## config.mk

```make
export PLATFORM = sky130hd
export DESIGN_NAME = mem_arbiter
export DESIGN_NICKNAME = d
export VERILOG_FILES = /design/src/rtl/mips_pkg.sv /design/src/rtl/arb_starve_ctr.sv /design/src/rtl/mem_arbiter.sv
export SDC_FILE = /design/constraint.sdc
export NUM_CORES = 1
export LEC_CHECK = 0
export ABC_AREA = 1
export CORE_MARGIN = 2
export CORE_UTILIZATION = 41
export CTS_CLUSTER_DIAMETER = 200
export DETAILED_ROUTE_END_ITERATION = 6
export PLACE_DENSITY = 0.86
export SYNTH_ARGS = -nofsm -noshare
export SYNTH_HDL_FRONTEND = slang
export SYNTH_SLANG_ARGS = --single-unit
```

## constraint.sdc

```tcl
create_clock -name clk -period 1.95 [get_ports clk]
set_input_delay 0.195 -clock clk [delete_from_list [all_inputs] [get_ports clk]]
set_output_delay 0.195 -clock clk [all_outputs]
set_load 0.005 [all_outputs]
```

## src/rtl/mips_pkg.sv

```systemverilog
// Shared types for the pipeline's memory arbiter: FSM states and transaction owner.
package mips_pkg;

  typedef enum logic [1:0] {
    ARB_IDLE,
    ARB_REQ,
    ARB_WAIT,
    ARB_RESP
  } arb_state_t;

  typedef enum logic {
    OWN_I,
    OWN_D
  } arb_owner_t;

  // Number of byte-offset bits dropped to form a word address.
  localparam int unsigned ARB_BYTE_OFS_W = 2;

endpackage

```

## src/rtl/arb_starve_ctr.sv

```systemverilog
// Owner selection between fetch and data ports, with a saturating counter that
// bounds how many consecutive data grants may bypass a pending fetch.
module arb_starve_ctr
  import mips_pkg::*;
#(
  parameter int unsigned STARVE_MAX = 4
) (
  input  logic       clk,
  input  logic       rst_n,
  input  logic       pick_en_i,
  input  logic       i_req_i,
  input  logic       d_req_i,
  output logic       grant_o,
  output arb_owner_t owner_o
);

  localparam int unsigned CW = $clog2(STARVE_MAX + 1);

  logic [CW-1:0] cnt_q, cnt_d;
  logic          starved;

  always_comb begin
    starved = i_req_i && (cnt_q == CW'(STARVE_MAX));
    grant_o = pick_en_i && (i_req_i || d_req_i);
    owner_o = (d_req_i && !starved) ? OWN_D : OWN_I;

    cnt_d = cnt_q;
    if (pick_en_i) begin
      // Only data grants that bypass a waiting fetch count toward starvation.
      if (!i_req_i || owner_o == OWN_I) begin
        cnt_d = '0;
      end else if (cnt_q != CW'(STARVE_MAX)) begin
        cnt_d = cnt_q + 1'b1;
      end
    end
  end

  always_ff @(posedge clk or negedge rst_n) begin
    if (!rst_n) begin
      cnt_q <= '0;
    end else begin
      cnt_q <= cnt_d;
    end
  end

endmodule

```

## src/rtl/mem_arbiter.sv

```systemverilog
// Arbitrates one single-port memory between the instruction-fetch and data ports,
// one outstanding transaction at a time, with data priority bounded by starvation.
module mem_arbiter
  import mips_pkg::*;
#(
  parameter int unsigned AW         = 32,
  parameter int unsigned DW         = 32,
  parameter int unsigned STARVE_MAX = 4
) (
  input  logic          clk,
  input  logic          reset,
  input  logic          i_req,
  input  logic [AW-1:0] i_addr,
  output logic [DW-1:0] i_rdata,
  output logic          i_ready,
  input  logic          d_req,
  input  logic          d_we,
  input  logic [AW-1:0] d_addr,
  input  logic [DW-1:0] d_wdata,
  output logic [DW-1:0] d_rdata,
  output logic          d_ready,
  output logic          mem_req,
  output logic          mem_we,
  output logic [AW-1:0] mem_addr,
  output logic [DW-1:0] mem_wdata,
  input  logic          mem_gnt,
  input  logic          mem_rvalid,
  input  logic [DW-1:0] mem_rdata,
  output logic          prot_err
);

  localparam logic [AW-1:0] WORD_MASK = ~AW'((1 << ARB_BYTE_OFS_W) - 1);

  arb_state_t    state_q;
  arb_owner_t    owner_q;
  logic          mem_req_q;
  logic          mem_we_q;
  logic [AW-1:0] mem_addr_q;
  logic [DW-1:0] mem_wdata_q;
  logic          i_ready_q;
  logic          d_ready_q;
  logic [DW-1:0] i_rdata_q;
  logic [DW-1:0] d_rdata_q;
  logic          prot_err_q;

  logic          grant;
  arb_owner_t    owner_pick;

  arb_starve_ctr #(
    .STARVE_MAX (STARVE_MAX)
  ) u_starve (
    .clk       (clk),
    .rst_n     (reset),
    .pick_en_i (state_q == ARB_IDLE),
    .i_req_i   (i_req),
    .d_req_i   (d_req),
    .grant_o   (grant),
    .owner_o   (owner_pick)
  );

  always_ff @(posedge clk or negedge reset) begin
    if (!reset) begin
      state_q     <= ARB_IDLE;
      owner_q     <= OWN_I;
      mem_req_q   <= 1'b0;
      mem_we_q    <= 1'b0;
      mem_addr_q  <= '0;
      mem_wdata_q <= '0;
      i_ready_q   <= 1'b0;
      d_ready_q   <= 1'b0;
      i_rdata_q   <= '0;
      d_rdata_q   <= '0;
      prot_err_q  <= 1'b0;
    end else begin
      i_ready_q <= 1'b0;
      d_ready_q <= 1'b0;
      i_rdata_q <= '0;
      d_rdata_q <= '0;

      if (mem_rvalid && state_q != ARB_WAIT) begin
        prot_err_q <= 1'b1;
      end

      case (state_q)
        ARB_IDLE: begin
          if (grant) begin
            owner_q   <= owner_pick;
            mem_req_q <= 1'b1;
            state_q   <= ARB_REQ;
            if (owner_pick == OWN_D) begin
              mem_we_q    <= d_we;
              mem_addr_q  <= d_addr & WORD_MASK;
              mem_wdata_q <= d_wdata;
            end else begin
              mem_we_q    <= 1'b0;
              mem_addr_q  <= i_addr & WORD_MASK;
              mem_wdata_q <= '0;
            end
          end
        end
        ARB_REQ: begin
          if (mem_gnt) begin
            mem_req_q <= 1'b0;
            state_q   <= ARB_WAIT;
          end
        end
        ARB_WAIT: begin
          // Response data lands directly in the owner's output register so the
          // ready pulse and its data appear together in the RESP cycle.
          if (mem_rvalid) begin
            state_q <= ARB_RESP;
            if (owner_q == OWN_D) begin
              d_ready_q <= 1'b1;
              d_rdata_q <= mem_rdata;
            end else begin
              i_ready_q <= 1'b1;
              i_rdata_q <= mem_rdata;
            end
          end
        end
        ARB_RESP: begin
          state_q <= ARB_IDLE;
        end
        default: begin
          state_q <= ARB_IDLE;
        end
      endcase
    end
  end

  assign mem_req   = mem_req_q;
  assign mem_we    = mem_we_q;
  assign mem_addr  = mem_addr_q;
  assign mem_wdata = mem_wdata_q;
  assign i_ready   = i_ready_q;
  assign d_ready   = d_ready_q;
  assign i_rdata   = i_rdata_q;
  assign d_rdata   = d_rdata_q;
  assign prot_err  = prot_err_q;

endmodule

```

* Yosys cells after proc, flatten, opt, wreduce, memory -nomap -nowiden
Index checks and enable logic that the tools add are counted.
** Operators by class
- Shift-type cells :: 0
- Eq/ne operators :: 9
- Reductions and logical operators :: 15
- Divide/modulo/power cells :: 0
- Order comparisons :: 0
- Multiply operators :: 0
- Muxes and demuxes :: 25
- Bitwise gates (word level) :: 1
- Add/sub/neg operators :: 1
** Operators with widths (number)
- $mux W32 :: 8
- $mux W1 :: 10
- $ne A2 B2 Y1 const B :: 4
- $pmux W2 S4 :: 1
- $mux W2 :: 3
- $mux W3 :: 2
- $reduce_and A3 Y1 :: 2
- $eq A2 B2 Y1 const B :: 2
- $logic_and A1 B1 Y1 :: 4
- $reduce_and A2 Y1 :: 2
- $reduce_bool A2 Y1 :: 2
- $add A3 B1 Y3 const B :: 1
- $eq A3 B3 Y1 const B :: 1
- $ne A3 B3 Y1 const B :: 1
- $eq A2 B1 Y1 const B :: 1
- $logic_not A1 Y1 :: 2
- $logic_not A2 Y1 :: 1
- $logic_or A1 B1 Y1 :: 2
- $pmux W1 S2 :: 1
- $not A1 Y1 :: 1
** Storage, ports and cells
- RAM bits :: 0
- Logic and storage cells :: 63
- Memories kept :: 0
- Bits in read-only memories :: 0
- Bits in latches :: 0
- Bits in registers :: 139
- Bits of input ports :: 135

* Logic depth before layout (Yosys ltp)
Gate-level depths: netlist (run 1).
- Depth after elaboration :: 9
- Mapped depth :: 8

* Modules after synthesis
A second synthesis (run 1) with hierarchy kept.
** Second synthesis, totals
- Cell total of the unflattened synthesis :: 581
- Area total of the unflattened synthesis :: 5401.4 µm²
** By module, submodules not included
- mem_arbiter :: seq. area each 3353.2 µm², times used 1, cells each 549, area an instance 5186.2 µm²
- arb_starve_ctr :: seq. area each 75.1 µm², times used 1, cells each 32, area an instance 215.2 µm²

* Worst setup path after synthesis (run 1)
Ideal clock, no wire load.
- Path kind :: reg-to-reg
- From :: reg state_q[0]
- To :: reg mem_addr_q[10], in the netlist mem_addr[10]
- Stages on the path, launching flop included :: 9
- Period minus slack after synthesis :: 1331 ps
- Library setup time :: 118 ps
- Arrival time :: 1214 ps
- Path slack :: 619 ps
- Path through :: dfrtp_1 inv_1 ha_1 inv_1 a21oi_4 inv_2 buf_6 nand2_1 nand2_1
** Between the ends
- Word-level cells in the longest chain between the ends :: 3
** Ends and longest elaborated chain
- start, declared :: RTL line mem_arbiter.sv:34 : arb_state_t state_q;
- start signal, assigned :: RTL line mem_arbiter.sv:63 : state_q <= ARB_IDLE;
- start signal, assigned :: RTL line mem_arbiter.sv:89 : state_q <= ARB_REQ;
- start signal, assigned :: RTL line mem_arbiter.sv:104 : state_q <= ARB_WAIT;
- $logic_not A2 Y1 * :: RTL line mem_arbiter.sv:54, mem_arbiter.sv:84
- $logic_and A1 B1 Y1 :: RTL line arb_starve_ctr.sv:24 : grant_o = pick_en_i && (i_req_i || d_req_i);
- $reduce_and A2 Y1 (no source line) *
- end signal, assigned :: RTL line mem_arbiter.sv:92 : mem_addr_q <= d_addr & WORD_MASK;
- end signal, assigned :: RTL line mem_arbiter.sv:96 : mem_addr_q <= i_addr & WORD_MASK;
- end, declared :: RTL line mem_arbiter.sv:38 : logic [AW-1:0] mem_addr_q;
Mark *: on every way between the ends. The rest lies on a longest branch, timed or not.
A chain may end at the register's enable or synchronous reset.

* Worst setup path in the final report (run 1)
- From :: reg state_q[0]
- To :: reg mem_wdata_q[7], in the netlist mem_wdata[7]
** Between the ends
- Word-level cells in the longest chain between the ends :: 3
** Ends and longest elaborated chain
- $logic_not A2 Y1 * :: RTL line mem_arbiter.sv:54, mem_arbiter.sv:84
- $logic_and A1 B1 Y1 :: RTL line arb_starve_ctr.sv:24
- $reduce_and A2 Y1 (no source line) *
- end signal, assigned :: RTL line mem_arbiter.sv:93 : mem_wdata_q <= d_wdata;
- end, declared :: RTL line mem_arbiter.sv:39 : logic [DW-1:0] mem_wdata_q;
Marks and branches as above.

==> results.toml, run 1 <==
[clocking]
cts_setup_buffers = 0
cts.htree.levels = 4
cts.reportedPaths.clkPinSlew_ps = 60
tritoncts = "done"
insertion_delay_ps = 410
cts_inserted_buffers = 17
ctsRootBufferMaster = "clkbuf_16"
max-clock-path-buffers = 2
cts.sinks = 137

[timing]
tcrit_tclk_final = 0.8599
clock.fmax_mhz = 596.4
tightest_slew_ps = 519.0
timing.final.hold_violations = 0
clock-skew-final_ps = 7.084
worst_slew_margin_rel = 0.6540
timing.final.crit_period_ps = 1677
grt_setup_unrepaired = "false"
timing.final.setup_violations = 0
final.setup.tns_ps = 0
final-max-slew-violation-count = 0

[floorplanning]
die_y_extent_um = 120.1
initial_core_util = 0.4186
rows = 42
die_outline_width_um = 120.1
io-pin-count = 268
core_area_mm2 = 0.01319
die_area_mm2 = 0.01441

[route]
drt_iter0_markers = 234
routed_wirelength_um = 14740
post_drt_wl_per_cell_um = 13.65
avgViaCountPerCell = 4.507
count_of_tritonroute_iterations_in_the_first_routing_pass = 4
detailroute.via_count = 4868
drc_errors = 0
ant_nets = 0

[setup_path]
critical_path.startpoint_type = "register"
worst-path-max-fanout = 51
arrival_ps = 2020
end_kind = "register"
cell_type_group_with_the_largest_total_delay_on_the_critical_path = "buffers and inverters"
cp_cell_sequence = "inv_1, ha_1, inv_1, a21oi_4, inv_2, buf_12, nand2_1, nand2_1"
crit-reg2reg-launch = "state_q[0]$_DFFE_PN0P_"
worstSetupStartpoint = "state_q[0]$_DFFE_PN0P_"
critPathKind = "reg2reg"
cp_slowest_stage_delay_ps = 380
critical_path_buf_inv_count = 4
critical_path_required_time_ps = 2290
timing.critical_path.slowest_stage_cell = "dfrtp_1"

[job]
max_cap_violations = 0

[layout]
drive_above_1_share = 0.05531
antenna_cells_inserted = 0
area_delta_synth_final_pct = 61.45
nets = 1032
finish.utilization = 0.6759
fill_cells = 1007

[grt]
grt_pass1_wl_um = 24050
antenna_found_initial = 0
grt_pass1_vias = 4913
track_usage = 0.2122
grt_start_max_net_pins = 56
grt.overflow.total = 0

[logic_synthesis]
ys_dominant_reg_cell = "dfrtp_1"
synth.ff_latch_count = 137
synth_enable_flop_cells = 0
synthDistinctLibCells = 22
commonest_cells_in_the_synthesized_netlist = "204 x nand2_1, 137 x dfrtp_1, 104 x inv_1, 66 x nand3_1, 65 x nor2_1"
synth.avg_cell_area_um2 = 8.806
synth.top_cell.area_share = 0.6209
synthesis.area_mm2 = 0.005522
async_s_r_ff_share_synth = 1.000
synth_area_leader_cell = "dfrtp_1"
synth_top_cells_by_area = "dfrtp_1 62%, nand2_1 14%, inv_1 7.1%"
netlist_instances = 627
yosysMostFrequentCell = "nand2_1"
synth_sequential_area_ratio = 0.6209
synthesis.yosys.warnings = 0

[power]
power_leakage_uw = 0.004637
power_dissipated_by_switching_net_loads_uw = 3404
comb_pwr_share = 0.344
vdd.ir_drop.worst_mv = 0.7237
power.share.switching = 0.3079
portion_of_total_power_attributed_to_sequential_cells = 0.366
cell_internal_pwr_uw = 7652
powerDensity_mw_per_mm2 = 1240
clock_power_share = 0.290

[run_status]
run_status = "complete, no violations"

[hold_path]
hold_path.class = "in2async"

[placed_design]
finalWeightedCongestion = 0.7996
buffer_ports.inserted = 261
placed_wire_length_estimate_um = 10380
## state kept, by name, summed over array words and instances, names as in the netlist
signal	count
d_rdata	32
i_rdata	32
mem_wdata	32
mem_addr	30
u_starve.cnt_q	3
state_q	2
d_ready	1
i_ready	1
mem_req	1
mem_we	1
owner_q	1
prot_err	1
## worst reg2reg max path: stages (launching register included)
cell     delay, ps
dfrtp_1        380
inv_1          100
ha_1           220
inv_1          170
a21oi_4         50
inv_2          210
buf_12         270
nand2_1        140
nand2_1         80
## worst paths after layout
path	endpoint	slack, ps	depth (start not counted)
max in group asynchronous	i_rdata[10]$_DFF_PN0_	1020	3
min in group clk	mem_wdata[17]$_DFFE_PN0P_	310	3
worst max register to register	mem_wdata[7]$_DFFE_PN0P_	270	8
worst min-delay path	d_rdata[27]$_DFF_PN0_	310	2
worst min register to register	mem_req$_DFFE_PN0P_	470	2
worst max-delay path	mem_wdata[7]$_DFFE_PN0P_	270	8
## layout make-up
class,instances,area [um^2],area share
Sequential cell,137,3428,0.3846
Tap cell,176,220.2,0.02470
Inverter,106,397.9,0.04463
Timing Repair Buffer,274,2764,0.3100
Clock buffer,18,429.2,0.04814
Clock inverter,14,161.4,0.01811
Multi-Input combinational cell,355,1514,0.1698
## per-stage QoR
step / hold WS, ps / instance area, um^2 / setup WS [ps] / power, uW / std cells
floorplan: -100.6 / 5525 / 618.7 / 5704 / 628
global placement: 187.7 / 8314 / 347.4 / 7797 / 1047
detailed placement: 193.1 / 8314 / 297.0 / 7905 / 1047
CTS: 296.9 / 8915 / 269.6 / 11170 / 1080
global route: 308.3 / 8915 / 137.0 / 11810 / 1080
finish: 305.4 / 8915 / 273.3 / 11060 / 1080
## placed cells by master, fill, tap and decap left out, drive strengths merged
cell type	synthesis	final
clkinv	0	5
dlygate4sd3	0	1
o21bai	2	2
nand3	67	67
bufinv	0	2
nand4	2	2
a21oi	2	2
o22ai	1	1
xor2	1	1
conb	1	2
or2	1	1
dfrtp	137	137
buf	18	13
clkdlybuf4s50	0	260
ha	6	6
inv	106	112
nand2	204	204
clkinvlp	0	1
o21ai	1	1
clkbuf	12	18
nor2	66	66
## power groups by stage
stage / clock network (uW) / logic, uW / registers (uW)
2_1_floorplan: 0 / 1570 / 4140
3_3_place_gp: 0 / 3740 / 4050
3_5_place_dp: 0 / 3830 / 4080
4_1_cts: 3260 / 3860 / 4050
5_1_grt: 3430 / 4240 / 4140
6_report: 3200 / 3810 / 4050
## layer usage
layer  part of all wire  GRT usage  wire, um
met5                  0          0         0
met4              0.031    0.09338       458
met3              0.065    0.05941       951
met2               0.51     0.3718      7577
met1               0.39     0.2406      5752
## what timing repair did
| action | in CTS | in global routing |
|---|---|---|
| hold buffers | 1 | 0 |
| gates resized for setup | 0 | 0 |
| hold endpoints to repair | 52 | 0 |
## cells by family (layout without fill, tap and decap cells)
logic type / count (synthesis) / in the layout / share of synthesized area
compound gates: 6 / 6 / 0.008610
xor+xnor: 1 / 1 / 0.001587
fa+ha+maj: 6 / 6 / 0.01360
buf+inv: 136 / 412 / 0.1056
flops: 137 / 137 / 0.6209
other cells: 1 / 2 / 0.0006792
simple gates: 340 / 340 / 0.2490
Note: power is estimated with default switching activity, not from simulation.
==> run 2, diff against run 1 <==
--- a/config.mk
+++ b/config.mk
@@ -6,6 +6,7 @@
 export NUM_CORES = 1
 export LEC_CHECK = 0
 export ABC_AREA = 1
+export CAP_MARGIN = 20
 export CORE_MARGIN = 2
 export CORE_UTILIZATION = 41
 export CTS_CLUSTER_DIAMETER = 200
==> results of run 2 <==
Same layout as run 1: the final DEF is identical, and so are final timing and power.
